==> src/rtl/sm_pkg.sv <==
// sm_pkg: shared helpers for the sign-magnitude loop filter.
//   SM_POS / SM_NEG : sign-bit encodings (1 = negative)
//   max_mag(n)      : 2^n - 1
//   sm_to_tc        : sign-magnitude -> two's complement
//   tc_to_sm        : two's complement -> sign-magnitude (never yields -0)
// The functions work on an SM_MAX_W-bit container. Callers size-cast their
// operands in and out, which makes them usable for any width up to SM_MAX_W-1.
package sm_pkg;

   localparam int   SM_MAX_W = 64;
   localparam logic SM_POS   = 1'b0;
   localparam logic SM_NEG   = 1'b1;

   function automatic logic [SM_MAX_W-1:0] max_mag(input int unsigned n);
      return (SM_MAX_W'(1) << n) - SM_MAX_W'(1);
   endfunction

   // A negative zero input maps onto plain 0, because -0 == 0 in two's complement.
   function automatic logic signed [SM_MAX_W-1:0] sm_to_tc(input logic sign,
                                                           input logic [SM_MAX_W-1:0] mag);
      logic signed [SM_MAX_W-1:0] v;
      v = $signed(mag);
      return (sign == SM_NEG) ? -v : v;
   endfunction

   // Returns the magnitude. The sign is set only for strictly negative values.
   function automatic logic [SM_MAX_W-1:0] tc_to_sm(input  logic signed [SM_MAX_W-1:0] v,
                                                    output logic sign);
      sign = (v < 0) ? SM_NEG : SM_POS;
      return (sign == SM_NEG) ? $unsigned(-v) : $unsigned(v);
   endfunction

endpackage

==> src/rtl/sm_sat_add.sv <==
// sm_sat_add: combinational saturating signed adder.
//   a_i, b_i : TW-bit two's complement operands
//   sum_o    : a_i + b_i, clamped to +/-(2^LIM_W - 1)
// The sum is formed one bit wider than the operands, so the clamp compares
// against a result that cannot have wrapped.
module sm_sat_add
   import sm_pkg::*;
#(
   parameter int TW    = 10,
   parameter int LIM_W = 8
) (
   input  logic signed [TW-1:0] a_i,
   input  logic signed [TW-1:0] b_i,
   output logic signed [TW-1:0] sum_o
);

   localparam logic signed [TW:0] POS_LIM = (TW+1)'(max_mag(LIM_W));
   localparam logic signed [TW:0] NEG_LIM = -POS_LIM;

   logic signed [TW:0] full;

   always_comb begin
      full = (TW+1)'(a_i) + (TW+1)'(b_i);
      if (full > POS_LIM)
         sum_o = TW'(POS_LIM);
      else if (full < NEG_LIM)
         sum_o = TW'(NEG_LIM);
      else
         sum_o = TW'(full);
   end

endmodule

==> src/rtl/sm_loop_filter.sv <==
// sm_loop_filter: sign-magnitude PI loop filter for the ADPLL.
//   clk, rst_n           : clock, async active-low reset
//   err_valid            : phase error sample present
//   err_sign, err_mag    : sign-magnitude phase error (W-bit magnitude)
//   clr                  : sync integrator clear + pipeline flush (beats err_valid)
//   out_valid            : one-cycle pulse, 2 cycles after an accepted sample
//   out_sign, out_mag    : registered sign-magnitude DCO word (held between samples)
//   sat                  : integrator sits at +/-(2^ACC_W - 1)
// Stage 1 updates the saturating integrator and captures the signed error.
// Stage 2 forms e*2^KP + sign(integ)*(|integ| >> KI) from the stage-1 registers.
// Those registers already include the sample now leaving stage 1.
module sm_loop_filter
   import sm_pkg::*;
#(
   parameter int W        = 5,
   parameter int ACC_W    = 8,
   parameter int KP_SHIFT = 1,
   parameter int KI_SHIFT = 2
) (
   input  logic             clk,
   input  logic             rst_n,
   input  logic             err_valid,
   input  logic             err_sign,
   input  logic [W-1:0]     err_mag,
   input  logic             clr,
   output logic             out_valid,
   output logic             out_sign,
   output logic [ACC_W-1:0] out_mag,
   output logic             sat
);

   // Two headroom bits: one for the sign and one for the unclamped sum.
   localparam int TW = ACC_W + 2;
   localparam logic signed [TW-1:0] IMAX = TW'(max_mag(ACC_W));

   logic signed [TW-1:0] e_in, integ_sum, p_term, i_term, y_sum;
   logic signed [TW-1:0] integ_q, integ_d, e_q, e_d;
   logic [2:1]           vld_pipe_q, vld_pipe_d;
   logic                 sat_q, sat_d;
   logic                 out_sign_q, out_sign_d;
   logic [ACC_W-1:0]     out_mag_q, out_mag_d;
   logic [SM_MAX_W-1:0]  integ_mag;
   logic                 integ_neg;

   assign e_in = TW'(sm_to_tc(err_sign, SM_MAX_W'(err_mag)));

   sm_sat_add #(.TW(TW), .LIM_W(ACC_W)) u_int_add (
      .a_i   (integ_q),
      .b_i   (e_in),
      .sum_o (integ_sum)
   );

   // The integral term is shifted in magnitude, so it truncates toward zero.
   // This keeps the response symmetric for positive and negative integrator values.
   always_comb begin
      integ_mag = tc_to_sm(SM_MAX_W'(integ_q), integ_neg);
      i_term    = TW'(sm_to_tc(integ_neg, integ_mag >> KI_SHIFT));
      p_term    = e_q <<< KP_SHIFT;
   end

   sm_sat_add #(.TW(TW), .LIM_W(ACC_W)) u_out_add (
      .a_i   (p_term),
      .b_i   (i_term),
      .sum_o (y_sum)
   );

   always_comb begin
      integ_d    = integ_q;
      e_d        = e_q;
      sat_d      = sat_q;
      out_sign_d = out_sign_q;
      out_mag_d  = out_mag_q;
      // clr kills the incoming sample and also the one already in stage 1.
      vld_pipe_d[1] = err_valid & ~clr;
      vld_pipe_d[2] = vld_pipe_q[1] & ~clr;

      if (clr) begin
         integ_d = '0;
         sat_d   = 1'b0;
      end else if (err_valid) begin
         integ_d = integ_sum;
         e_d     = e_in;
         sat_d   = (integ_sum == IMAX) || (integ_sum == -IMAX);
      end

      if (vld_pipe_d[2])
         out_mag_d = ACC_W'(tc_to_sm(SM_MAX_W'(y_sum), out_sign_d));
   end

   always_ff @(posedge clk or negedge rst_n) begin
      if (!rst_n) begin
         integ_q    <= '0;
         e_q        <= '0;
         vld_pipe_q <= '0;
         sat_q      <= 1'b0;
         out_sign_q <= 1'b0;
         out_mag_q  <= '0;
      end else begin
         integ_q    <= integ_d;
         e_q        <= e_d;
         vld_pipe_q <= vld_pipe_d;
         sat_q      <= sat_d;
         out_sign_q <= out_sign_d;
         out_mag_q  <= out_mag_d;
      end
   end

   assign out_valid = vld_pipe_q[2];
   assign out_sign  = out_sign_q;
   assign out_mag   = out_mag_q;
   assign sat       = sat_q;

endmodule
==> config.mk <==
export PLATFORM = sky130hd
export DESIGN_NAME = sm_loop_filter
export DESIGN_NICKNAME = d
export VERILOG_FILES = /design/src/rtl/sm_pkg.sv /design/src/rtl/sm_sat_add.sv /design/src/rtl/sm_loop_filter.sv
export SDC_FILE = /design/constraint.sdc
export NUM_CORES = 1
export LEC_CHECK = 0
export CAP_MARGIN = 15
export CORE_UTILIZATION = 40
export CTS_CLUSTER_SIZE = 25
export DETAILED_ROUTE_END_ITERATION = 8
export GPL_ROUTABILITY_DRIVEN = 0
export SLEW_MARGIN = 20
export SYNTH_ARGS = -nofsm -noshare
export SYNTH_HDL_FRONTEND = slang
export SYNTH_SLANG_ARGS = --single-unit
==> constraint.sdc <==
create_clock -name clk -period 6.3 [get_ports clk]
set_input_delay 0.63 -clock clk [delete_from_list [all_inputs] [get_ports clk]]
set_output_delay 0.63 -clock clk [all_outputs]
set_load 0.005 [all_outputs]
==> results of run 1 <==
[cells by family after synthesis]
group | after synthesis | synth area share, %
AOI/OAI and AO/OA | 86 | 22.1
xor gates and xnor gates | 24 | 7.63
adders and majority gates | 25 | 11.9
buffers and inverters | 24 | 3.81
DFF | 31 | 28.1
and+or+nand+nor | 132 | 24.1
muxes | 6 | 2.41
[power breakdown]
group / total [mW] / leakage [nW] / switching (mW) / internal (mW)
Combinational: 0.560 / 0.943 / 0.319 / 0.241
Clock: 0.156 / 0.0412 / 0.0785 / 0.0772
Sequential: 0.283 / 0.384 / 0.0427 / 0.240
[worst reg2reg max path: cells and delay by family, from the launching register on]
family	cells	cell delay, ps
AND/OR/NAND/NOR	7	1110
XOR/XNOR	3	670
flip-flops	1	560
adder cells (fa/ha/maj)	3	860
AO/OA/AOI/OAI	6	1640
buffers and inverters	1	120
[area by class of cell]
cell class	instances	area, um2	area share [%]
clock buffer	6	72.6	2.35
clock inverter	2	12.5	0.405
inverter	14	52.6	1.70
multi-input combinational	273	1880	60.6
sequential	31	776	25.1
tap	77	96.3	3.11
timing repair buffer	21	208	6.72
[how the worst max path moves through the flow]
stage,start,end,slack [ps],cells after the start
floorplan,integ_q[1],out_mag[4],1790,22
global placement,integ_q[9],out_mag[4],1420,20
detailed placement,integ_q[9],out_mag[6],1300,20
CTS,integ_q[9],out_mag[4],1270,20
global route,integ_q[9],out_mag[6],710,21
finish,integ_q[9],out_mag[4],1230,20
[cells in the final DEF, fill, tap and decap left out, types with 3 or more instances in the layout]
cell type,netlist,final
nand2b_1,3,3
nor2b_1,4,4
nor2_1,34,34
o21a_1,9,9
o22ai_1,3,3
a21o_1,5,5
o31ai_1,7,7
nand3_1,10,10
nand4_1,6,6
ha_1,23,23
o21ai_0,14,14
o32ai_1,3,3
mux2_2,5,5
a31oi_1,5,5
or4_1,3,3
nor3b_1,3,3
and3_1,9,9
o21ai_1,3,3
a21oi_1,12,12
xor2_1,9,9
nand2_1,35,35
nor3_1,6,6
clkdlybuf4s50_1,0,20
xnor2_1,15,15
nor4_1,10,10
clkbuf_8,0,5
and3b_1,3,3
a211oi_1,3,3
inv_1,14,14
dfrtp_1,31,31
[metal layers]
metal  track usage [%]  share of wire, %  up-vias
li1                  -                 -     1257
met1              28.4                48     1159
met2              32.7                45       74
met3              3.02               4.7       12
met4              5.70               1.7        0
met5                 0                 0        -
[through the flow]
step	util [%]	power [mW]	hold WS (ps)
finish	47.6	0.999	477
global route	47.6	1.09	515
CTS	47.6	0.999	487
detailed placement	46.3	0.838	472
global placement	46.3	0.835	462
floorplan	-	0.685	334
[cells in the mapped netlist, drive strengths merged (2+ instances only)]
library cell,n,area (um2)
o32ai,3,26.3
nand3,10,50.1
mux2,5,56.3
nor2,34,128
clkbuf,7,26.3
a21o,5,37.5
nand2,35,131
a22oi,2,15.0
xnor2,15,131
a31oi,5,31.3
nor3b,3,22.5
inv,14,52.6
and3b,3,26.3
nor4,10,62.6
nand2b,3,18.8
o22ai,3,18.8
ha,23,288
nand4,6,37.5
o211ai,2,15.0
a21oi,12,60.1
nor3,7,40.0
buf,3,26.3
xor2,9,78.8
fa,2,40.0
or4,4,33.8
o21ai,18,93.8
a211oi,3,22.5
dfrtp,31,776
a311o,2,20.0
o21a,9,67.6
o41ai,3,33.8
and3,9,56.3
a311oi,2,17.5
o31ai,7,52.6
a211o,2,17.5
nor2b,4,25.0
[registers in the layout (all words and copies together) (netlist names)]
| register | cells |
|---|---|
| e_q | 9 |
| integ_q | 10 |
| out_mag | 8 |
| out_sign | 1 |
| sat | 1 |
| vld_pipe_q | 2 |
==> out/metrics.cfg, run 1 <==
[worst_setup_path]
crit_path_max_fanout=10
crit_required_ps=6480
slowest_stage=dfrtp_1
cp-end-kind=flop
startpoint_type=flop
critPathBufInv=1
r2r_cells=20
r2r_end=out_mag[4]
criticalPathCategory=reg2reg
critPathArrivalTime_ps=5250
r2r_setup_slack_ps=1230
crit_family=compound AO/OA/AOI/OAI gates
worst_r2r_startpoint=integ_q[9]
slowest_delay_ps=560
crit_chain=o21ai_2, xnor2_1, inv_1, ha_1, or4_1, o32ai_1, nand2_1, xnor2_1, ha_1, and3_1, a221oi_2, xor2_1, a311o_1, nand2_1, a22oi_1, ha_1, nand2_1, nand3_1, nor2_1, o41ai_2

[drt]
drt_first_iter_violations=254
ant_nets=0
avgRoutedWirePerCell_um=15.9
num_vias=2502
drtPass1Iterations=4
wl_um=6730
viasPerCell=5.90
drc=0

[die]
fp.dieW_um=85.0
ios=21
dieArea_um2=7230
rows=29
start_util_pct=42.4
die_h_um=85.0
core_um2=6490

[sta]
hold_viol_final=0
rsz0062_at_grt=false
fin_ws_ps=1230
period_share_pct=80.5
setup_viol=0
timing.fmax_mhz=197
slew_viol_final=0
tns_ps=0
finalCriticalPeriod_ps=5070
tightest_slew_ps=716
skew_ps=8.74
relSlewSlack_pct=52.1

[cts]
clockRootBuffer=clkbuf_8
cts_buffer_depth=2
cts.repair.resized=0
cts_hold_buffers=0
insertion_delay_ps=280
cts_tree=done
cts_sinks=31
cts_setup_buffers=0
numCtsBuffers=5
htreeDepth=2
clk_pin_slew_ps=70

[placed_design]
port_buffers=20
post-place-ws_ps=1300
dp_hpwl_um=5220
dp.cells=416
placed_area_um2=3010

[global_route]
grt_overflow=0
grtUsageTotal_pct=20.3
grt_pass1_vias=2410
grt_pass1_wl_um=11800
grt_max_degree=32
antenna_found_initial=0

[cells_and_area]
antenna_cells=0
fill_cells=638
drive_above_1_share_pct=5.76
area_growth_pct=12.2
instances_no_fill=424
fin_nets=381
finalInstanceArea_um2=3090

[outcome]
status=finished, final reports clean

[hold_path]
min_to=out_mag[3]
worstHoldPathType=reg2reg
holdCritStartpoint=out_mag[3]
hold_path_depth=2

[synthesis]
yosys_warnings=0
yosys.cell_types.count=55
yosysSeqAreaShare_pct=28.1
synth_area_um2=2760
synth_cells=328
synthFlopType=dfrtp_1
synth-seq-cells=31
syn_nets=363
syn-mean-instance-area_um2=8.40
async_flop_share_pct=100
synth_edf_count=0

[power]
power_density_nw_per_um2=323
power_leakage_nw=1.37
vdd_drop_max_v=0.000104

[run]
drv_cap=0

Note: power is estimated with default switching activity, not from simulation.
==> run 2: changes to the inputs <==
Clock period 6.3 ns to 4.6 ns, I/O delays scaled along.
==> run 2 against run 1 <==
Effect of this change: total power grew 62%; global-route usage shrank 0.15 points; largest power group unchanged; critical path type unchanged; combinational power grew 69%; register-to-register slack lost 1100 ps; sequential power grew 36%.
==> out/metrics.cfg, run 2 (synthesis gave the netlist of run 1 again) <==
[sta]
skew_ps=4.05  ; -4.69 ps
slew_viol_final=0  ; unchanged
relSlewSlack_pct=49.2  ; -3.0 points
timing.fmax_mhz=226  ; +14%
period_share_pct=96.3  ; +16 points
setup_viol=0  ; unchanged
finalCriticalPeriod_ps=4430  ; -642 ps
tightest_slew_ps=760  ; +44.3 ps
hold_viol_final=0  ; unchanged

[outcome]
status=finished, final reports clean

[die]
rows=29  ; unchanged
core_um2=6490  ; unchanged
fp.dieW_um=85.0  ; unchanged
ios=21  ; unchanged
dieArea_um2=7230  ; unchanged
die_h_um=85.0  ; unchanged
start_util_pct=42.4  ; unchanged

[power]
vdd_drop_max_v=0.000149  ; +44%
internal-power_mw=0.960  ; +72%
power.switching_mw=0.658  ; +49%
switching_share_pct=40.7  ; -3.5 points
clockPowerShare_pct=17.6  ; +2.0 points
pwr-share-comb_pct=58.5  ; +2.4 points
power_density_nw_per_um2=470  ; +45%
power_leakage_nw=1.54  ; +13%
power_frac_seq_pct=23.9  ; -4.4 points

[worst_setup_path]
r2r_setup_slack_ps=170  ; -1060 ps
crit_chain=buf_4, or4_4, or4_4, o32ai_2, nand2_1, xnor2_2, ha_2, and3_4, a221oi_4, nand3_1, o311a_1, a311o_1, o21ai_2, and2_1, ha_4, nand2_2, nor3_2, nor4_2, o31ai_1
criticalPathCategory=reg2reg
worst_r2r_startpoint=integ_q[2]
crit_top_cell=or4_4
slowest_delay_ps=480  ; -80 ps
cp-end-kind=flop
r2r_end=out_mag[6]
critPathArrivalTime_ps=4630  ; -620 ps
startpoint_type=flop
slowest_stage=or4_4
crit_path_max_fanout=5  ; -5
r2r_cells=19  ; -5.0%
crit_required_ps=4800  ; -1680 ps

[global_route]
grt_overflow=0  ; unchanged
grt_pass1_wl_um=11600  ; -1.6%
grt_pass1_vias=2407  ; -0.12%
grtUsageTotal_pct=20.2  ; -0.15 points
grt_max_degree=32  ; unchanged
antenna_found_initial=0  ; unchanged

[cts]
insertion_delay_ps=280  ; about the same
htreeDepth=2  ; unchanged
clockRootBuffer=clkbuf_8
cts_tree=done
cts_sinks=31  ; unchanged
cts_buffer_depth=2  ; unchanged
clk_pin_slew_ps=70  ; about the same
numCtsBuffers=5  ; unchanged

[cells_and_area]
regMostFlops=integ_q
area_growth_pct=25.0
instances_no_fill=450  ; +6.1%
fill_cells=587  ; -8.0%
fin_nets=407  ; +6.8%
drive_above_1_share_pct=18.2  ; +12 points
fin_util_pct=53.0  ; +5.4 points
antenna_cells=0  ; unchanged
final_cell_mix=34 x nor2_1, 34 x nand2_1, 28 x dfrtp_1
largest_register_ffs=10  ; unchanged

[drt]
avgRoutedWirePerCell_um=15.6  ; -1.8%
viasPerCell=5.73  ; -2.9%
wl_um=7020  ; +4.2%
drtPass1Iterations=4  ; unchanged
drt_first_iter_violations=105  ; -59%
ant_nets=0  ; unchanged
drc=0  ; unchanged
num_vias=2579  ; +3.1%

[hold_path]
hold_path_depth=2  ; unchanged
min_to=out_sign
worstHoldPathType=reg2reg
holdCritStartpoint=out_sign

[placed_design]
dp.cells=437  ; +5.0%
port_buffers=20  ; unchanged
dp_hpwl_um=5360  ; +2.6%

[run]
drv_cap=0  ; unchanged

==> run 2: changes by cell type in the layout (fill, tap and decap cells not counted), sizes merged <==
cell	previous run	this run
bufinv	0	1
buf	1	27
clkinvlp	1	0
==> run 2: power by group through the flow <==
stage	sequential, mW	combinational (mW)	clock, mW
final	0.386	0.946	0.285
after global routing	0.395	1.05	0.305
after CTS	0.382	0.869	0.291
after detailed placement	0.385	0.861	0
after global placement	0.383	0.862	0
after floorplan	0.374	0.564	0
==> run 2: critical path, delay by kind of cell, from the launching register on <==
kind / cells / cell delay [ps]
xor gates and xnor gates: 1 / 150
and+or+nand+nor: 9 / 1740
adders and majority gates: 2 / 470
DFF: 1 / 470
buffers and inverters: 1 / 160
AOI/OAI and AO/OA: 6 / 1340
==> run 2: how the worst max path moves through the flow <==
stage | startpoint | to | cells past startpoint
2_1_floorplan | integ_q[1] | out_mag[4] | 22
3_3_place_gp | integ_q[1] | out_mag[4] | 20
3_5_place_dp | integ_q[1] | out_mag[4] | 20
4_1_cts | integ_q[1] | out_mag[4] | 20
5_1_grt | integ_q[1] | out_mag[6] | 20
6_report | integ_q[2] | out_mag[6] | 19
==> run 2: layout make-up <==
class	count	area, um2	area share, %
inverters	14	52.6	1.53
clock inverters	2	35.0	1.02
clock buffers	6	82.6	2.40
repair buffers	47	403	11.7
well taps	77	96.3	2.80
multi-input cells	273	2000	57.9
flip-flops and latches	31	779	22.6
==> run 2: repair_timing <==
item,4_1_cts,5_1_grt
pin swaps,1,10
setup endpoints to repair,2,5
setup buffers,0,5
gates resized for setup,2,23
hold buffers,0,0
==> run 2: per-layer routing <==
metal | global-route usage [%] | share of wire, % | vias to the layer above
li1 | - | - | 1311
met3 | 3.02 | 2.3 | 11
met5 | 0 | 0 | -
met2 | 32.6 | 47 | 44
met4 | 5.55 | 1.8 | 0
met1 | 28.1 | 49 | 1213
==> run 2: stage by stage <==
step                area [um2]  power, mW  hold slack [ps]  setup WS, ps  TNS, ps
detailed placement        3170       1.25              469         -58.3    -86.6
CTS                       3290       1.54              485          1.49        0
finish                    3440       1.62              476           170        0
floorplan                 2760      0.938              164          93.4        0
global placement          3170       1.24              465          74.0        0
global route              3440       1.75              507          -118     -224
==> run 3: changes to the inputs <==
Settings changed: CORE_MARGIN set to 2.
==> run 3 against run 2 <==
Effect of this change: global-route usage fell by 0.44 points; first-iteration DRC count increased by 47%; worst setup slack lost 49 ps; critical endpoint unchanged; total power is 1.1% lower; sequential cell count unchanged; sequential power about the same; die area increased by 4.8%; cell area rose by 0.84%; clock power fell by 22%.
==> out/metrics.cfg, run 3 (synthesis gave the netlist of run 1 again) <==
[sta]
timing.fmax_mhz=223  ; -1.1%
finalCriticalPeriod_ps=4480  ; +49.1 ps
hold-worst-slack_ps=477  ; +1.18 ps
relSlewSlack_pct=49.2  ; +0.069 points
hold_viol_final=0  ; unchanged
setup_viol=0  ; unchanged
tightest_slew_ps=759  ; -1.04 ps
period_share_pct=97.4  ; +1.1 points
slew_viol_final=0  ; unchanged
rsz0062_at_grt=true
skew_ps=6.59  ; +2.54 ps

[die]
fp.dieW_um=87.0  ; +2.4%
start_util_pct=41.0  ; -1.4 points
rows=30  ; +3.4%
ios=21  ; unchanged
dieArea_um2=7570  ; +4.8%
core_um2=6720  ; +3.4%
die_h_um=87.0  ; +2.4%

[worst_setup_path]
worst_r2r_startpoint=integ_q[2]
slowest_stage=or4_1
crit_required_ps=4800  ; about the same
critPathBufInv=1  ; unchanged
criticalPathCategory=reg2reg
crit_family=simple AND/OR/NAND/NOR gates
crit_path_max_fanout=5  ; unchanged
crit_chain=buf_4, or4_1, or4_4, o32ai_2, nand2_1, xnor2_2, ha_4, and3_4, a221oi_4, nand3_1, o311a_1, a311o_1, o21ai_2, and2_4, ha_4, nand2_2, nor3_2, nor4_1, o31ai_1
slowest_delay_ps=490  ; about the same
crit_top_cell=ha_4
startpoint_type=flop
critPathArrivalTime_ps=4680  ; +50 ps
cp-end-kind=flop
crit_path_start=integ_q[2]

[global_route]
antenna_found_initial=0  ; unchanged
grt_pass1_wl_um=11800  ; +1.2%
grt_overflow=0  ; unchanged
grtUsageTotal_pct=19.7  ; -0.44 points
grt_max_degree=32  ; unchanged
grt_pass1_vias=2500  ; +3.9%

[drt]
wl_um=7050  ; +0.56%
viasPerCell=5.62  ; -1.9%
drt_first_iter_violations=154  ; +47%
num_vias=2587  ; +0.31%
avgRoutedWirePerCell_um=15.3  ; -1.6%
drtPass1Iterations=4  ; unchanged
ant_nets=0  ; unchanged
drc=0  ; unchanged

[power]
finalPower_mw=1.60  ; -1.1%
pwr-share-comb_pct=62.2  ; +3.7 points
clockPowerShare_pct=13.8  ; -3.8 points
vdd_drop_max_v=0.000125  ; -16%
power_frac_seq_pct=24.0  ; about the same
power_density_nw_per_um2=461  ; -1.9%
power.switching_mw=0.674  ; +2.5%
switching_share_pct=42.1  ; +1.5 points
power_leakage_nw=1.56  ; +1.3%
internal-power_mw=0.926  ; -3.5%

[cts]
clockRootBuffer=clkbuf_8
cts_hold_buffers=0  ; unchanged
cts_buffer_depth=2  ; unchanged
cts_sinks=31  ; unchanged
insertion_delay_ps=300  ; +20 ps
cts_tree=done
numCtsBuffers=5  ; unchanged
htreeDepth=2  ; unchanged
clk_pin_slew_ps=80  ; about the same

[placed_design]
dp_hpwl_um=5380  ; +0.36%
dp.cells=441  ; +0.92%
port_buffers=20  ; unchanged

[cells_and_area]
fin_nets=414  ; +1.7%
fin_util_pct=51.7  ; -1.3 points
largest_register_ffs=10  ; unchanged
drive_above_1_share_pct=18.7  ; +0.45 points
antenna_cells=0  ; unchanged
area_growth_pct=26.0
fill_cells=651  ; +11%
regMostFlops=integ_q
instances_no_fill=460  ; +2.2%
final_cell_mix=34 x nor2_1, 34 x nand2_1, 34 x buf_4

[hold_path]
holdCritStartpoint=out_mag[3]
worstHoldPathType=reg2reg

[outcome]
status=finished, final reports clean

[run]
drv_cap=0  ; unchanged

-- run 3: changes by cell type in the layout (fill, tap and decap cells not counted), sizes merged --
cell | before | now
buf | 27 | 34
clkinvlp | 0 | 1
bufinv | 1 | 0
-- run 3: timing repair --
item	in CTS	in global routing
pin swaps	3	16
endpoints found under the setup margin	3	5
cloned	0	0
resized for setup	6	19
setup buffers	6	5
-- run 3: through the flow --
stage	instance area, um2	setup TNS, ps	worst slack [ps]
2_1_floorplan	2760	0	93.4
3_3_place_gp	3180	0	71.9
3_5_place_dp	3180	-156	-90.7
4_1_cts	3350	0	24.2
5_1_grt	3470	-198	-99.7
6_report	3470	0	121
-- run 3: worst min-delay path, stage by stage (launching register included) --
cell and delay [ps]:
dfrtp_1 340, nand2_1 40, o21ai_0 60
-- run 3: power by group through the flow --
stage                     registers [mW]  clock network, mW  logic [mW]
after floorplan                    0.374                  0       0.564
after global routing               0.393              0.233        1.10
after CTS                          0.381              0.225       0.920
final                              0.384              0.221       0.995
after detailed placement           0.385                  0       0.870
after global placement             0.384                  0       0.869
-- run 3: final timing paths --
path	endpoint	slack [ps]	cells past startpoint
max in group asynchronous	integ_q[0]	3720	2
min in group asynchronous	out_mag[6]	550	2
worst min register to register	out_mag[3]	480	2
worst min-delay path	out_mag[3]	480	2
worst max register to register	out_mag[6]	120	19
worst max-delay path	out_mag[6]	120	19
-- run 3: final cells by class --
class / count / area [um2] / share of cell area, %
Clock buffer: 6 / 72.6 / 2.09
Clock inverter: 2 / 12.5 / 0.360
Inverter: 14 / 52.6 / 1.51
Multi-Input combinational cell: 273 / 2000 / 57.7
Sequential cell: 31 / 777 / 22.4
Tap cell: 80 / 100 / 2.88
Timing Repair Buffer: 54 / 455 / 13.1
-- run 3: per-layer routing --
metal / GRT usage [%] / wire (um) / vias to the layer above
met3: 3.03 / 209 / 9
met5: 0 / 0 / -
li1: - / - / 1326
met2: 31.6 / 3250 / 51
met1: 26.8 / 3480 / 1201
met4: 7.24 / 114 / 0
==> patch: new RTL, flow settings as in run 2 <==
Change the parameter `W` from 5 to 10.
--- a/src/rtl/sm_loop_filter.sv
+++ b/src/rtl/sm_loop_filter.sv
@@ -14,3 +14,3 @@
 #(
-   parameter int W        = 5,
+   parameter int W        = 10,
    parameter int ACC_W    = 8,
Ports: changed (resized err_mag); port bits go from 21 to 26. No check against the original RTL was run, so the function may have changed too.
==> patch against run 2 <==
Cell area grew 8.9%. Synthesized area grew 12%. Final cell count grew 14%. Sequential cell count is the same. Setup slack lost 0.011 ns. Wire length grew 12%. Global-route usage shrank 0.20 points. Utilization shrank 2.1 points. Non-clock buffer count grew 5. Power grew 31%. Highest routed layer unchanged. Sequential share of layout area shrank 2.0 points.
==> patch: results (changes against run 2) <==
DRT Wirelength 7.83 mm (+12%); Iter 0 DRT Violations 160 (+52%); Synth Warn # 0 (unchanged); initial antenna violation count 0 (unchanged); vias per inst 5.56 (-3.0%); Biggest register integ_q; first-pass GRT wire length 13.2 mm (+14%); Total Routing Usage GR 0.200 (-0.00201); slowest cell delay on critical path 0.43 ns (-0.05 ns); Placed Cells 500 (+14%); # nets final 452 (+11%); delay-heaviest family, CP compound AO/OA/AOI/OAI gates; total CTS buffers 5 (unchanged); WL met2 3.73 mm (+13%); DRT Pass-1 Iters 4 (unchanged); Synth Net Count 406 (+12%); Worst-Skew Late Latency 0.28 ns (about the same); DRT met1 WL 3.68 mm (+7.9%); Commonest cells post-synth 50 x nand2_1, 31 x dfrtp_1, 27 x nor2_1, 22 x ha_1, 21 x xnor2_1; Largest register FFs 10 (unchanged); post-synthesis instance total 367 (+12%); sequential-to-total area share from yosys stat 0.251 (-0.0306); worst vdd ir 205 uV (+38%); routed via count 2852 (+11%); outcome finished clean; LEAKAGE 0.00161 uW (+4.3%); Final Skew 0.00778 ns (+0.00373 ns); Arrival @ worst endpoint 4.59 ns (-0.04 ns); share of layout cells above drive strength 1 0.176 (-0.00598); Netlist cell types 68 (+24%); Rel. slew slack 0.580 (+0.0886); vias in the first global route 2722 (+13%); beginning of the worst hold path out_mag[4]; Post-DP Area 3570 um^2 (+13%); Post-DP HPWL 6.10 mm (+14%); CP startpoint integ_q[0]; CP max FO 4 (-1); port buffer count 25 (+25%); Synth area leaders dfrtp_1 25%, ha_1 8.9%, nand2_1 6.1%, xnor2_1 5.9%, xor2_1 3.4%; routed wl met3 231 um (+41%)
==> patch: cell types whose count changed in the layout (fill, tap and decap cells not counted), moves of 6 or more <==
cell | run 2 | this run
a211oi_1 | 2 | 10
and3_1 | 8 | 2
nand2_1 | 34 | 50
nand2b_1 | 3 | 10
nor2_1 | 34 | 25
nor3_1 | 5 | 18
nor4_1 | 9 | 2
o21ai_1 | 3 | 9
xnor2_1 | 12 | 20
==> patch: cell families after synthesis <==
| logic type | after synthesis | share of synthesized area |
|---|---|---|
| adders and majority gates | 24 | 0.102 |
| buffers and inverters | 25 | 0.0332 |
| and+or+nand+nor | 144 | 0.224 |
| xor gates and xnor gates | 33 | 0.0934 |
| muxes | 9 | 0.0303 |
| DFF | 31 | 0.251 |
| AOI/OAI and AO/OA | 101 | 0.266 |
==> patch: worst paths after layout <==
path / endpoint / slack (ns) / depth (start not counted)
min reg2reg: out_mag[4] / 0.47 / 2
min: out_mag[4] / 0.47 / 2
max reg2reg: out_mag[6] / 0.16 / 18
max in group asynchronous: e_q[8] / 3.75 / 2
min in group asynchronous: out_mag[2] / 0.56 / 2
max: out_mag[6] / 0.16 / 18
==> patch: metrics by stage <==
stage | TNS, ns | power, uW | worst slack (ns)
after CTS | 0 | 2070 | 0.00915
after detailed placement | -0.0389 | 1840 | -0.0389
final | 0 | 2120 | 0.159
after global placement | 0 | 1820 | 0.0681
after global routing | -0.0810 | 2300 | -0.0457
after floorplan | 0 | 1410 | 0.0435
==> patch: final cells by class <==
| class | count | area, um^2 |
|---|---|---|
| well taps | 99 | 124 |
| fillers | 719 | 3620 |
| inverters | 12 | 45.0 |
| repair buffers | 52 | 453 |
| clock inverters | 1 | 5.00 |
| multi-input cells | 311 | 2270 |
| flip-flops and latches | 31 | 776 |
| clock buffers | 7 | 76.3 |
==> patch: per-layer routing <==
layer,vias up,global-route usage
met3,17,0.0279
li1,1453,-
met2,61,0.338
met4,0,0.0766
met1,1321,0.257
met5,-,0
==> patch: power by group <==
group / internal, uW / total (uW) / leakage, uW / switching (uW)
Clock: 106 / 209 / 0.0000422 / 103
Sequential: 345 / 427 / 0.000386 / 81.3
Combinational: 684 / 1490 / 0.00118 / 803
Total: 1140 / 2120 / 0.00161 / 988
==> patch: what timing repair did <==
item | 4_1_cts | 5_1_grt
pin swaps | 1 | 11
hold buffers | 0 | 0
buffers inserted | 2 | 3
resized for setup | 3 | 13
setup endpoints to repair | 1 | 2
endpoints found under the hold margin | 0 | 0
